<file path="config.mk">
export PLATFORM = sky130hd
export DESIGN_NAME = bchecc_seq_flat
export DESIGN_NICKNAME = d
export VERILOG_FILES = /design/src/rtl/bchecc_seq_pkg.sv /design/src/rtl/bchecc_seq_if.sv /design/src/rtl/bchecc_seq.sv /design/src/flat_wrapper.sv
export SDC_FILE = /design/constraint.sdc
export NUM_CORES = 1
export LEC_CHECK = 0
export CORE_UTILIZATION = 41
export DETAILED_ROUTE_END_ITERATION = 16
export GPL_ROUTABILITY_DRIVEN = 1
export PLACE_DENSITY = 0.92
export SYNTH_ARGS = -nofsm -noshare
export SYNTH_HDL_FRONTEND = slang
export SYNTH_SLANG_ARGS = --single-unit
</file>
<file path="constraint.sdc">
create_clock -name clk -period 2.9 [get_ports clk]
set_input_delay 0.29 -clock clk [delete_from_list [all_inputs] [get_ports clk]]
set_output_delay 0.29 -clock clk [all_outputs]
set_load 0.005 [all_outputs]
</file>
<file path="src/rtl/bchecc_seq_pkg.sv">
// Shared types and constants for the BCH ECC engine job sequencer:
// FSM state encoding, SFR map, access sizes and ECC_STAT bit positions.
package bchecc_seq_pkg;

   typedef enum logic [2:0] {
      IDLE,
      WCFG,
      WCTRL,
      WAIT,
      POLL,
      CLRF,
      DONE
   } state_t;

   localparam logic [3:0] ADDR_CTRL = 4'h0;
   localparam logic [3:0] ADDR_CFG  = 4'h4;
   localparam logic [3:0] ADDR_STAT = 4'h8;

   localparam logic [1:0] SZ_BYTE = 2'b00;
   localparam logic [1:0] SZ_HALF = 2'b01;
   localparam logic [1:0] SZ_WORD = 2'b10;

   localparam int BUSY  = 0;
   localparam int ERR   = 1;
   localparam int FAIL  = 2;
   localparam int BLOCK = 3;

endpackage

</file>
<file path="src/rtl/bchecc_seq_if.sv">
// Job handshake and SFR bus of the BCH ECC sequencer.
// master = sequencer side, slave = job requester plus SFR responder.
interface bchecc_seq_if;

   logic        job_start_i;
   logic [3:0]  job_ctrl_i;
   logic [9:0]  job_cfg_i;
   logic        clr_fail_i;
   logic        job_ready_o;
   logic        job_done_o;
   logic [7:0]  job_stat_o;
   logic        job_timeout_o;

   logic        sfr_en_o;
   logic        sfr_rd_o;
   logic        sfr_wr_o;
   logic [1:0]  sfr_size_o;
   logic [3:0]  sfr_addr_o;
   logic [31:0] sfr_wdata_o;
   logic [31:0] sfr_rdata_i;

   modport master (
      input  job_start_i, job_ctrl_i, job_cfg_i, clr_fail_i, sfr_rdata_i,
      output job_ready_o, job_done_o, job_stat_o, job_timeout_o,
      output sfr_en_o, sfr_rd_o, sfr_wr_o, sfr_size_o, sfr_addr_o, sfr_wdata_o
   );

   modport slave (
      output job_start_i, job_ctrl_i, job_cfg_i, clr_fail_i, sfr_rdata_i,
      input  job_ready_o, job_done_o, job_stat_o, job_timeout_o,
      input  sfr_en_o, sfr_rd_o, sfr_wr_o, sfr_size_o, sfr_addr_o, sfr_wdata_o
   );

endinterface

</file>
<file path="src/rtl/bchecc_seq.sv">
// BCH ECC job sequencer: writes ECC_CFG/ECC_CTRL, waits, polls ECC_STAT until not busy.
// Define BCHECC_SEQ_TIMEOUT_EN to bound polling at POLL_LIMIT reads.
//
// state | meaning
// IDLE  | ready for a job or a fail-clear request
// WCFG  | write job cfg to ECC_CFG (half-word)
// WCTRL | write job ctrl to ECC_CTRL (byte), load start wait
// WAIT  | START_WAIT idle cycles before the first poll
// POLL  | read ECC_STAT every cycle until busy clears (or limit)
// CLRF  | byte write of zero to ECC_STAT clearing the sticky fail
// DONE  | one-cycle job_done pulse
module bchecc_seq
   import bchecc_seq_pkg::*;
#(
   parameter int START_WAIT = 2,
   parameter int POLL_LIMIT = 1024
) (
   input logic          clk,
   input logic          rst,
   bchecc_seq_if.master bus
);

   if (START_WAIT < 1 || START_WAIT > 15) begin : g_bad_start_wait
      $error("bchecc_seq: START_WAIT must be 1..15");
   end
   if (POLL_LIMIT < 1 || POLL_LIMIT > 65535) begin : g_bad_poll_limit
      $error("bchecc_seq: POLL_LIMIT must be 1..65535");
   end

   localparam logic [15:0] WAIT_LOAD = 16'(START_WAIT);

   state_t      state, state_nxt;
   logic [15:0] cnt, cnt_nxt;
   logic [3:0]  ctrl_q;
   logic [9:0]  cfg_q;
   logic [7:0]  stat_q, stat_nxt;
   logic        timeout_nxt;
   logic        accept;
   logic        busy;
   logic [15:0] poll_load;
   logic        poll_limit_hit;

   logic        sfr_en, sfr_rd, sfr_wr;
   logic [1:0]  sfr_size;
   logic [3:0]  sfr_addr;
   logic [31:0] sfr_wdata;

   assign accept = (state == IDLE) && bus.job_start_i && !bus.clr_fail_i;
   assign busy   = bus.sfr_rdata_i[BUSY];

`ifdef BCHECC_SEQ_TIMEOUT_EN
   logic timeout_q;
   assign poll_load      = 16'(POLL_LIMIT);
   assign poll_limit_hit = (cnt == 16'd1);
`else
   assign poll_load      = '0;
   assign poll_limit_hit = 1'b0;
`endif

   always_ff @(posedge clk) begin
      if (rst) begin
         state  <= IDLE;
         cnt    <= '0;
         ctrl_q <= '0;
         cfg_q  <= '0;
         stat_q <= '0;
      end else begin
         state  <= state_nxt;
         cnt    <= cnt_nxt;
         stat_q <= stat_nxt;
         if (accept) begin
            ctrl_q <= bus.job_ctrl_i;
            cfg_q  <= bus.job_cfg_i;
         end
      end
   end

`ifdef BCHECC_SEQ_TIMEOUT_EN
   always_ff @(posedge clk) begin
      if (rst) timeout_q <= 1'b0;
      else     timeout_q <= timeout_nxt;
   end
   assign bus.job_timeout_o = timeout_q;
`else
   assign bus.job_timeout_o = 1'b0;
`endif

   always_comb begin
      state_nxt = state;
      cnt_nxt   = cnt;
      stat_nxt  = stat_q;
`ifdef BCHECC_SEQ_TIMEOUT_EN
      timeout_nxt = timeout_q;
`else
      timeout_nxt = 1'b0;
`endif
      case (state)
         IDLE: begin
            // a fail-clear request wins over a simultaneous start
            if (bus.clr_fail_i)       state_nxt = CLRF;
            else if (bus.job_start_i) state_nxt = WCFG;
         end
         WCFG:  state_nxt = WCTRL;
         WCTRL: begin
            state_nxt = WAIT;
            cnt_nxt   = WAIT_LOAD;
         end
         WAIT: begin
            if (cnt <= 16'd1) begin
               state_nxt = POLL;
               cnt_nxt   = poll_load;
            end else begin
               cnt_nxt = cnt - 16'd1;
            end
         end
         POLL: begin
            if (!busy || poll_limit_hit) begin
               state_nxt   = DONE;
               stat_nxt    = bus.sfr_rdata_i[7:0];
               timeout_nxt = busy;
               cnt_nxt     = '0;
            end else if (cnt != 16'd0) begin
               cnt_nxt = cnt - 16'd1;
            end
         end
         CLRF:    state_nxt = IDLE;
         DONE:    state_nxt = IDLE;
         default: state_nxt = IDLE;
      endcase
   end

   // SFR strobes depend only on registered state and captured job fields
   always_comb begin
      sfr_en    = 1'b0;
      sfr_rd    = 1'b0;
      sfr_wr    = 1'b0;
      sfr_size  = SZ_BYTE;
      sfr_addr  = ADDR_CTRL;
      sfr_wdata = '0;
      case (state)
         WCFG: begin
            sfr_en    = 1'b1;
            sfr_wr    = 1'b1;
            sfr_size  = SZ_HALF;
            sfr_addr  = ADDR_CFG;
            sfr_wdata = {22'b0, cfg_q};
         end
         WCTRL: begin
            sfr_en    = 1'b1;
            sfr_wr    = 1'b1;
            sfr_addr  = ADDR_CTRL;
            sfr_wdata = {28'b0, ctrl_q};
         end
         POLL: begin
            sfr_en   = 1'b1;
            sfr_rd   = 1'b1;
            sfr_addr = ADDR_STAT;
         end
         CLRF: begin
            sfr_en   = 1'b1;
            sfr_wr   = 1'b1;
            sfr_addr = ADDR_STAT;
         end
         default: ;
      endcase
   end

   assign bus.sfr_en_o    = sfr_en;
   assign bus.sfr_rd_o    = sfr_rd;
   assign bus.sfr_wr_o    = sfr_wr;
   assign bus.sfr_size_o  = sfr_size;
   assign bus.sfr_addr_o  = sfr_addr;
   assign bus.sfr_wdata_o = sfr_wdata;

   assign bus.job_ready_o = (state == IDLE);
   assign bus.job_done_o  = (state == DONE);
   assign bus.job_stat_o  = stat_q;

endmodule

</file>
<file path="src/flat_wrapper.sv">
// flat-port wrapper written by rule: the top's interface ports become plain ports
module bchecc_seq_flat import bchecc_seq_pkg::*;
#(
   parameter int START_WAIT = 2,
   parameter int POLL_LIMIT = 1024
)
  (clk, rst, bus_job_start_i, bus_job_ctrl_i, bus_job_cfg_i, bus_clr_fail_i, bus_sfr_rdata_i, bus_job_ready_o, bus_job_done_o, bus_job_stat_o, bus_job_timeout_o, bus_sfr_en_o, bus_sfr_rd_o, bus_sfr_wr_o, bus_sfr_size_o, bus_sfr_addr_o, bus_sfr_wdata_o);
  bchecc_seq_if bus_i ();
  input logic clk;
  input logic rst;
  input wire logic [$bits(bus_i.job_start_i)-1:0] bus_job_start_i;
  input wire logic [$bits(bus_i.job_ctrl_i)-1:0] bus_job_ctrl_i;
  input wire logic [$bits(bus_i.job_cfg_i)-1:0] bus_job_cfg_i;
  input wire logic [$bits(bus_i.clr_fail_i)-1:0] bus_clr_fail_i;
  input wire logic [$bits(bus_i.sfr_rdata_i)-1:0] bus_sfr_rdata_i;
  output wire logic [$bits(bus_i.job_ready_o)-1:0] bus_job_ready_o;
  output wire logic [$bits(bus_i.job_done_o)-1:0] bus_job_done_o;
  output wire logic [$bits(bus_i.job_stat_o)-1:0] bus_job_stat_o;
  output wire logic [$bits(bus_i.job_timeout_o)-1:0] bus_job_timeout_o;
  output wire logic [$bits(bus_i.sfr_en_o)-1:0] bus_sfr_en_o;
  output wire logic [$bits(bus_i.sfr_rd_o)-1:0] bus_sfr_rd_o;
  output wire logic [$bits(bus_i.sfr_wr_o)-1:0] bus_sfr_wr_o;
  output wire logic [$bits(bus_i.sfr_size_o)-1:0] bus_sfr_size_o;
  output wire logic [$bits(bus_i.sfr_addr_o)-1:0] bus_sfr_addr_o;
  output wire logic [$bits(bus_i.sfr_wdata_o)-1:0] bus_sfr_wdata_o;
  assign bus_i.job_start_i = bus_job_start_i;
  assign bus_i.job_ctrl_i = bus_job_ctrl_i;
  assign bus_i.job_cfg_i = bus_job_cfg_i;
  assign bus_i.clr_fail_i = bus_clr_fail_i;
  assign bus_i.sfr_rdata_i = bus_sfr_rdata_i;
  assign bus_job_ready_o = bus_i.job_ready_o;
  assign bus_job_done_o = bus_i.job_done_o;
  assign bus_job_stat_o = bus_i.job_stat_o;
  assign bus_job_timeout_o = bus_i.job_timeout_o;
  assign bus_sfr_en_o = bus_i.sfr_en_o;
  assign bus_sfr_rd_o = bus_i.sfr_rd_o;
  assign bus_sfr_wr_o = bus_i.sfr_wr_o;
  assign bus_sfr_size_o = bus_i.sfr_size_o;
  assign bus_sfr_addr_o = bus_i.sfr_addr_o;
  assign bus_sfr_wdata_o = bus_i.sfr_wdata_o;
  bchecc_seq #(.START_WAIT(START_WAIT), .POLL_LIMIT(POLL_LIMIT)) u_core (.clk(clk), .rst(rst), .bus(bus_i));
endmodule
</file>
Yosys cells after proc, flatten, opt, wreduce, memory -nomap -nowiden
Cells that the tools add are included.

Flip-flop bits (word level): 40. Latch bits: 0. Bits in writable memories: 0. Bits in read-only memories: 0. Input bits: 50. Output and inout bits: 52. Word-level logic and storage cells: 45. Memories kept: 0.

Add/sub/neg operators: 1. Multipliers: 0. Divide/modulo/power cells: 0. $lt $le $gt $ge: 1. Equality and inequality tests: 10. Shifts and indexed selects: 0. Muxes and demuxes: 15. Bitwise gates (word level): 1. Reductions and logical operators: 12.

Operators by type and width (number): $mux 16 (3); $pmux 16 s3 (1); $pmux 10 s2 (1); $le 16x1->1 const B (1); $reduce_bool 16->1 (1); $sub 16x1->16 const B (1); $pmux 3 s5 (1); $mux 3 (4); $eq 3x3->1 const B (3); $pmux 4 s2 (1); $eq 3x2->1 const B (2); $mux 1 (4); $reduce_and 2->1 (2); $reduce_or 4->1 (1); $eq 3x1->1 const B (1); $logic_not 3->1 (1); $ne 3x2->1 const B (1); $ne 3x3->1 const B (1); $reduce_and 3->1 (1); $reduce_bool 3->1 (1); $reduce_or 3->1 (1); $logic_and 1x1->1 (2); $ne 2x1->1 const B (1); $ne 2x2->1 const B (1); other kinds (3) (3).

Logic depth before layout (Yosys ltp)
Depth after elaboration: 4. Gate-level depth with buffers: 8. Gate-level depth less buffers: 7.

Least setup slack after synthesis
Ideal clock, no wire load.

Path type: register -> register. Start: register u_core.state[0]. End: register u_core.cnt[11]. Library setup time: 70 ps. Arrival: 1955 ps. Data required time: 2830 ps. Setup slack: 875 ps. Cell stages (with the launch flop): 8. Path buffers: 2. Period minus slack after synthesis: 2025 ps. Cells stage by stage: dfxtp_1 > buf_6 > or3b_1 > buf_6 > a2111oi_4 > o21ai_2 > or4b_1 > a21oi_1.

Word-level cells in the longest chain between the ends: 3. Elaborated cells on any way between the ends: 7. Classes of those cells: eq/ne (4); mux (1); reduce/logical (2).

Ends and longest elaborated chain: from (decl) (RTL line bchecc_seq.sv:32) `state_t state, state_nxt;`; from (signal assigned) (RTL line bchecc_seq.sv:68) `state <= state_nxt;`; $eq 3x3->1 or $eq 3x2->1 (tied branches) (RTL line bchecc_seq.sv:97) `case (state)`; $ne 3x2->1 (no source line) or $reduce_bool 3->1 (tied branches); $reduce_and 2->1 (no source line); to (signal assigned) (RTL line bchecc_seq.sv:69) `cnt <= cnt_nxt;`; to (decl) (RTL line bchecc_seq.sv:33) `logic [15:0] cnt, cnt_nxt;`.

Several ways; a longest one is shown, not always the timed one. A chain may end at the register's enable or synchronous reset.

Final worst setup path
Start: register u_core.state[0]. End: output port bus_sfr_wdata_o[4].

Word-level cells in the longest chain between the ends: 2. Elaborated cells on any way between the ends: 3. Classes of those cells: eq/ne (2); mux (1).

Ends and longest elaborated chain: $eq 3x2->1 or $eq 3x1->1 (tied branches) (RTL line bchecc_seq.sv:140) `case (state)`; $pmux 10 s2 (*) (RTL line bchecc_seq.sv:140); to (decl) (RTL line flat_wrapper.sv:25) `output wire logic [$bits(bus_i.sfr_wdata_o)-1:0] bus_sfr_wdata_o;`.

Every way passes the cells marked *; elsewhere a longest branch is shown, timed or not.

==> flow_metrics.py <==
metrics = {
    "synth": {
        "syn_avg_cell_area_um2": 8.45,
        "ys_warn_count": 0,
        "syn_inst": 256,
        "yosys_register_bits": 40,
        "synth_top_cells_by_count": "nor2_1 (44), dfxtp_1 (40), buf_4 (28), nand2_1 (19), mux2i_1 (14)",
        "synth.distinct_cells": 46,
        "synth_area_leaders": "dfxtp_1 (37%), buf_4 (9.7%), nor2_1 (7.6%)",
        "yosys_most_used_dff": "dfxtp_1",
        "synth-edff-count": 0,
        "async_flop_share_pct": 0,
        "synth_top_area_share_pct": 37.0,
        "yosysMostFrequentCell": "nor2_1",
        "synth_area_leader_cell": "dfxtp_1",
        "syn_area_um2": 2160,
        "ys_seq_area_share_pct": 37.0,
    },
    "floorplan": {
        "coreArea_um2": 5110,
        "dieArea_um2": 5570,
        "die_w_um": 74.6,
        "initial_core_util_pct": 42.3,
        "die_h_um": 74.6,
        "ios": 102,
        "rows": 26,
    },
    "detailed_routing": {
        "wirelength_met1_mm": 1.91,
        "wire_per_inst_um": 11.9,
        "wl_met2_mm": 2.11,
        "drcViolationCount": 0,
        "dr_wl_met3_um": 340,
        "highest_layer": "met4",
        "wl_mm": 4.46,
        "dr.pass1.iters": 4,
        "antenna_left": 0,
        "detail_route.iter0.violations": 89,
        "vias": 1845,
        "vias_per_cell": 4.93,
    },
    "worst_hold_path": {
        "hold_depth": 2,
        "hold_end": "u_core.bus.job_stat_o[6]",
        "hp-start": "u_core.bus.job_stat_o[6]",
        "min_path_type": "reg -> reg",
    },
    "worst_setup_path": {
        "worstPathArrival_ns": 2.16,
        "r2r_start": "u_core.state[2]",
        "r2r-end": "u_core.cnt[4]",
        "cp_max_fo": 10,
        "startpoint_type": "flip-flop",
        "ff2ff_path_depth": 6,
        "worstSetupPathType": "reg -> out",
        "worstSetupEndpointType": "output pin",
        "required_ns": 2.61,
        "ff2ff_setup_slack_ns": 0.49,
    },
    "layout": {
        "fin_area_um2": 2700,
        "area_growth_pct": 24.9,
        "antenna_cells": 0,
        "drive_gt1_share_pct": 6.25,
        "fin_util_pct": 52.9,
        "final_nets": 356,
    },
    "power": {
        "power_leakage_uw": 0.00113,
        "cellPowerDensity_nw_per_um2": 949,
        "ir_drop_v": 0.000468,
    },
    "clock_network": {
        "cts_inserted_buffers": 5,
        "worst_setup_hold_path_clk_slew_ns": 0.07,
        "post_cts_buffers": 0,
        "h-tree-depth": 2,
        "cts_resized": 0,
        "postCtsHoldBufs": 0,
        "tritoncts": "yes",
        "clk_path_buf_depth": 2,
        "clock-root-buffer": "clkbuf_8",
        "clk_latency_ns": 0.29,
        "clock-sinks": 40,
    },
    "sta": {
        "maxSlewViolCount": 0,
        "finalCritPeriodShare_pct": 84.6,
        "setup_slack_ns": 0.446,
        "finalHoldViolations": 0,
        "finalClockSkew_ns": 0.00556,
        "slew_headroom_pct": 60.4,
        "fmax_mhz": 408,
        "layout_min_cycle_time_ns": 2.45,
        "rsz0062_at_grt": "no",
        "fin_setup_tns_ns": 0,
        "finalSetupViolations": 0,
        "hold_ws_ns": 0.454,
        "tightest_slew_ns": 0.592,
    },
    "global_route": {
        "antenna_found_initial": 0,
        "overflow": 0,
        "grt_pass1_wl_mm": 7.34,
        "grt_start_max_net_pins": 29,
        "grt_pass1_vias": 1632,
        "track_usage_pct": 17.5,
    },
    "place": {
        "io_buffer_count": 50,
        "place_area_um2": 2600,
        "hpwl_mm": 3.27,
        "gp_congestion": 0.915,
        "place_ws_ns": 0.530,
    },
    "status": {
        "status": "finished, final reports clean",
    },
    "flow_run": {
        "maxCapViolations": 0,
    },
}
-- sequential cells by signal, summed over array words and instances, names as in the netlist --
| signal | count |
|---|---|
| u_core.ctrl_q | 4 |
| u_core.state | 3 |
| u_core.cfg_q | 10 |
| u_core.bus.job_stat_o | 7 |
| u_core.cnt | 16 |
-- placed cells by master, fill, tap and decap left out, drive strengths merged, types with 4 or more instances in the layout --
| cell type | netlist | routed |
|---|---|---|
| a21oi | 13 | 13 |
| a22oi | 4 | 4 |
| and2 | 6 | 6 |
| clkbuf | 6 | 7 |
| clkdlybuf4s50 | 0 | 50 |
| conb | 1 | 27 |
| dfxtp | 40 | 40 |
| inv | 5 | 5 |
| mux2i | 14 | 14 |
| nand2 | 19 | 19 |
| nand3 | 5 | 5 |
| nor2 | 44 | 44 |
| nor3 | 4 | 4 |
| o211ai | 6 | 6 |
| o21ai | 5 | 5 |
| or3 | 4 | 4 |
| xor2 | 9 | 9 |
-- final cells by class --
class / count / area, um^2
sequential: 40 / 801
timing repair buffer: 52 / 515
tap: 70 / 87.6
multi-input combinational: 200 / 1180
clock buffer: 7 / 96.3
inverter: 5 / 18.8
fill: 484 / 2410
-- worst max-delay path by stage --
stage	from	cells past startpoint	endpoint	slack, ns
6_report	u_core.state[0]	4	bus_sfr_wdata_o[4]	0.45
5_1_grt	u_core.state[0]	4	bus_sfr_wdata_o[7]	0.25
4_1_cts	u_core.state[0]	4	bus_sfr_wdata_o[4]	0.36
3_5_place_dp	u_core.state[2]	6	u_core.cnt[4]	0.53
3_3_place_gp	u_core.state[2]	6	u_core.cnt[4]	0.56
2_1_floorplan	u_core.state[0]	7	u_core.cnt[11]	0.88
-- where the power goes --
group / leakage, uW / internal, uW / switching (uW)
sequential: 0.000326 / 695 / 160
combinational: 0.000752 / 589 / 726
clock: 0.0000503 / 212 / 179
total: 0.00113 / 1500 / 1070
-- cells by family after synthesis --
group | share of synthesized area, %
fa+ha+maj | 1.16
other cells | 0.173
simple gates | 24.0
flops | 37.0
compound gates | 13.8
buf+inv | 12.8
xor+xnor | 4.46
mux | 6.48
-- worst max-delay path: stages (launching register included) --
cell,delay [ns]
dfxtp_1,0.48
or2b_1,0.29
nor2_1,0.39
and2_1,0.20
clkdlybuf4s50_1,0.51
-- routing by layer --
metal / up-vias / global-route usage (%)
met1: 852 / 21.4
met4: 0 / 8.39
met3: 9 / 6.56
met5: - / 0
met2: 74 / 27.3
li1: 910 / -
-- metrics by stage --
stage	power (uW)	instances
final	2560	374
after global routing	2780	374
after CTS	2580	374
after detailed placement	2170	367
after global placement	2130	367
after floorplan	1860	282
(Power assumes the default switching activity.)
==> RTL edit, RTL diff (same flow settings) <==
Encoding of `state_t`: now one-hot (7 bits for 7 states).
--- a/src/rtl/bchecc_seq_pkg.sv
+++ b/src/rtl/bchecc_seq_pkg.sv
@@ -4,10 +4,10 @@
 
-   typedef enum logic [2:0] {
-      IDLE,
-      WCFG,
-      WCTRL,
-      WAIT,
-      POLL,
-      CLRF,
-      DONE
+   typedef enum logic [6:0] {
+      IDLE  = 7'b0000001,
+      WCFG  = 7'b0000010,
+      WCTRL = 7'b0000100,
+      WAIT  = 7'b0001000,
+      POLL  = 7'b0010000,
+      CLRF  = 7'b0100000,
+      DONE  = 7'b1000000
    } state_t;
Function: same outputs for any inputs over 10 cycles, from zero or initial values and one cycle with rst high; not proved beyond that.
==> RTL edit against the original RTL <==
Sequential cell count is 4 higher; area after synthesis is 16% higher; non-clock buffer count is 5 higher; clock skew is 0.0045 ns higher; wire length is 26% higher; count of clock-buffer cells in the layout is 1 lower; cell count is 13% higher; setup slack worse by 0.21 ns; final area is 14% higher; critical endpoint is now bus_sfr_wr_o; largest cell class unchanged.
Power is not compared: it rests on default switching activity, and its combinational part moved more than twofold at a synthesized area within 25%.
==> RTL edit: results (changes against the original RTL) <==
stage	metric	value	unit	change
status	status	finished, final reports clean		unchanged
sta	period_share	91.8	%	was 84.6%
route	viasPerCell	5.25		was 4.93
synth	postSynthCellCount	301		was 256
worst_setup_path	arrival	2.37	ns	was 2.16 ns
layout	seq_area	881	um^2	was 801 um^2
synth	ys_top_cells_by_count	dfxtp_1, nand2_1, buf_4		was nor2_1, dfxtp_1, buf_4
sta	skew	0.0100	ns	was 0.00556 ns
layout	synthToLayoutAreaGrowth	22.7	%	was 24.9%
synth	synth_compound_area_share	19.0	%	was 13.8%
global_route	grt_pass1_vias	2103		was 1,632
layout	nMultiInputCombCells	225		was 200
synth	synth_xor_area_share	1.05	%	was 4.46%
synth	ys_types	60		was 46
place	gp_congestion	0.828		was 0.915
global_route	grt_pass1_wl	9130	um	was 7340 um
synth	ys_seq_area_share	35.2	%	was 37.0%
synth	synthMuxAreaShare	2.80	%	was 6.48%
worst_setup_path	r2r-start	u_core.cnt[0]		was u_core.state[2]
layout	area_share_clock_buf_inv	3.50	%	was 3.57%
route	drt-met1-wl	2470	um	was 1910 um
worst_setup_path	reg2reg_slack	0.68	ns	was 0.49 ns
route	wl_met3	268	um	was 340 um
place	placed_cells	416		was 367
place	dp_worst_setup_slack	0.464	ns	was 0.530 ns
layout	nets	401		was 356
sta	worstMarginPinSlew	0.568	ns	was 0.592 ns
place	hpwl	3990	um	was 3270 um
place	placed_area	2970	um^2	was 2600 um^2
synth	yosys-top-cells-area	dfxtp_1, buf_4, nand2_1		was dfxtp_1, buf_4, nor2_1
synth	yosys.area_share.adder	1.50	%	was 1.16%
layout	nClkBuffers	6		was 7
floorplan	rows	28		was 26
layout	inv_count	15		was 5
cts	cts.sinks	44		was 40
layout	multi_input_comb_area	1380	um^2	was 1180 um^2
layout	fillers	563		was 484
worst_setup_path	max_stage_delay	0.56	ns	was 0.51 ns
global_route	gr-usage-all-layers	18.3	%	was 17.5%
min_path	min_to	u_core.cfg_q[7]		was u_core.bus.job_stat_o[6]
worst_setup_path	reg2regPathDepth	7		was 6
worst_setup_path	cp_max_fo	14		was 10
==> RTL edit: worst register-to-register path, stage by stage, from the launching register on <==
cell     delay [ns]
dfxtp_1        0.38
inv_1          0.11
ha_1           0.27
nor4b_2        0.40
nand3_1        0.23
or4_1          0.45
a21oi_1        0.17
o22ai_1        0.09
==> RTL edit: per-layer routing <==
layer	vias up	global-route usage (%)
li1	1105	-
met1	1021	21.4
met2	88	31.7
met3	13	2.95
met4	0	10.4
met5	-	0
==> RTL edit: worst max-delay path by stage <==
stage,endpoint,cells after the start,from
6_report,bus_sfr_wr_o,6,u_core.state[3]
5_1_grt,bus_sfr_wr_o,6,u_core.state[3]
4_1_cts,bus_sfr_wr_o,6,u_core.state[3]
3_5_place_dp,bus_sfr_wr_o,6,u_core.state[3]
3_3_place_gp,bus_sfr_wr_o,6,u_core.state[3]
2_1_floorplan,bus_sfr_wdata_o[3],7,u_core.state[4]
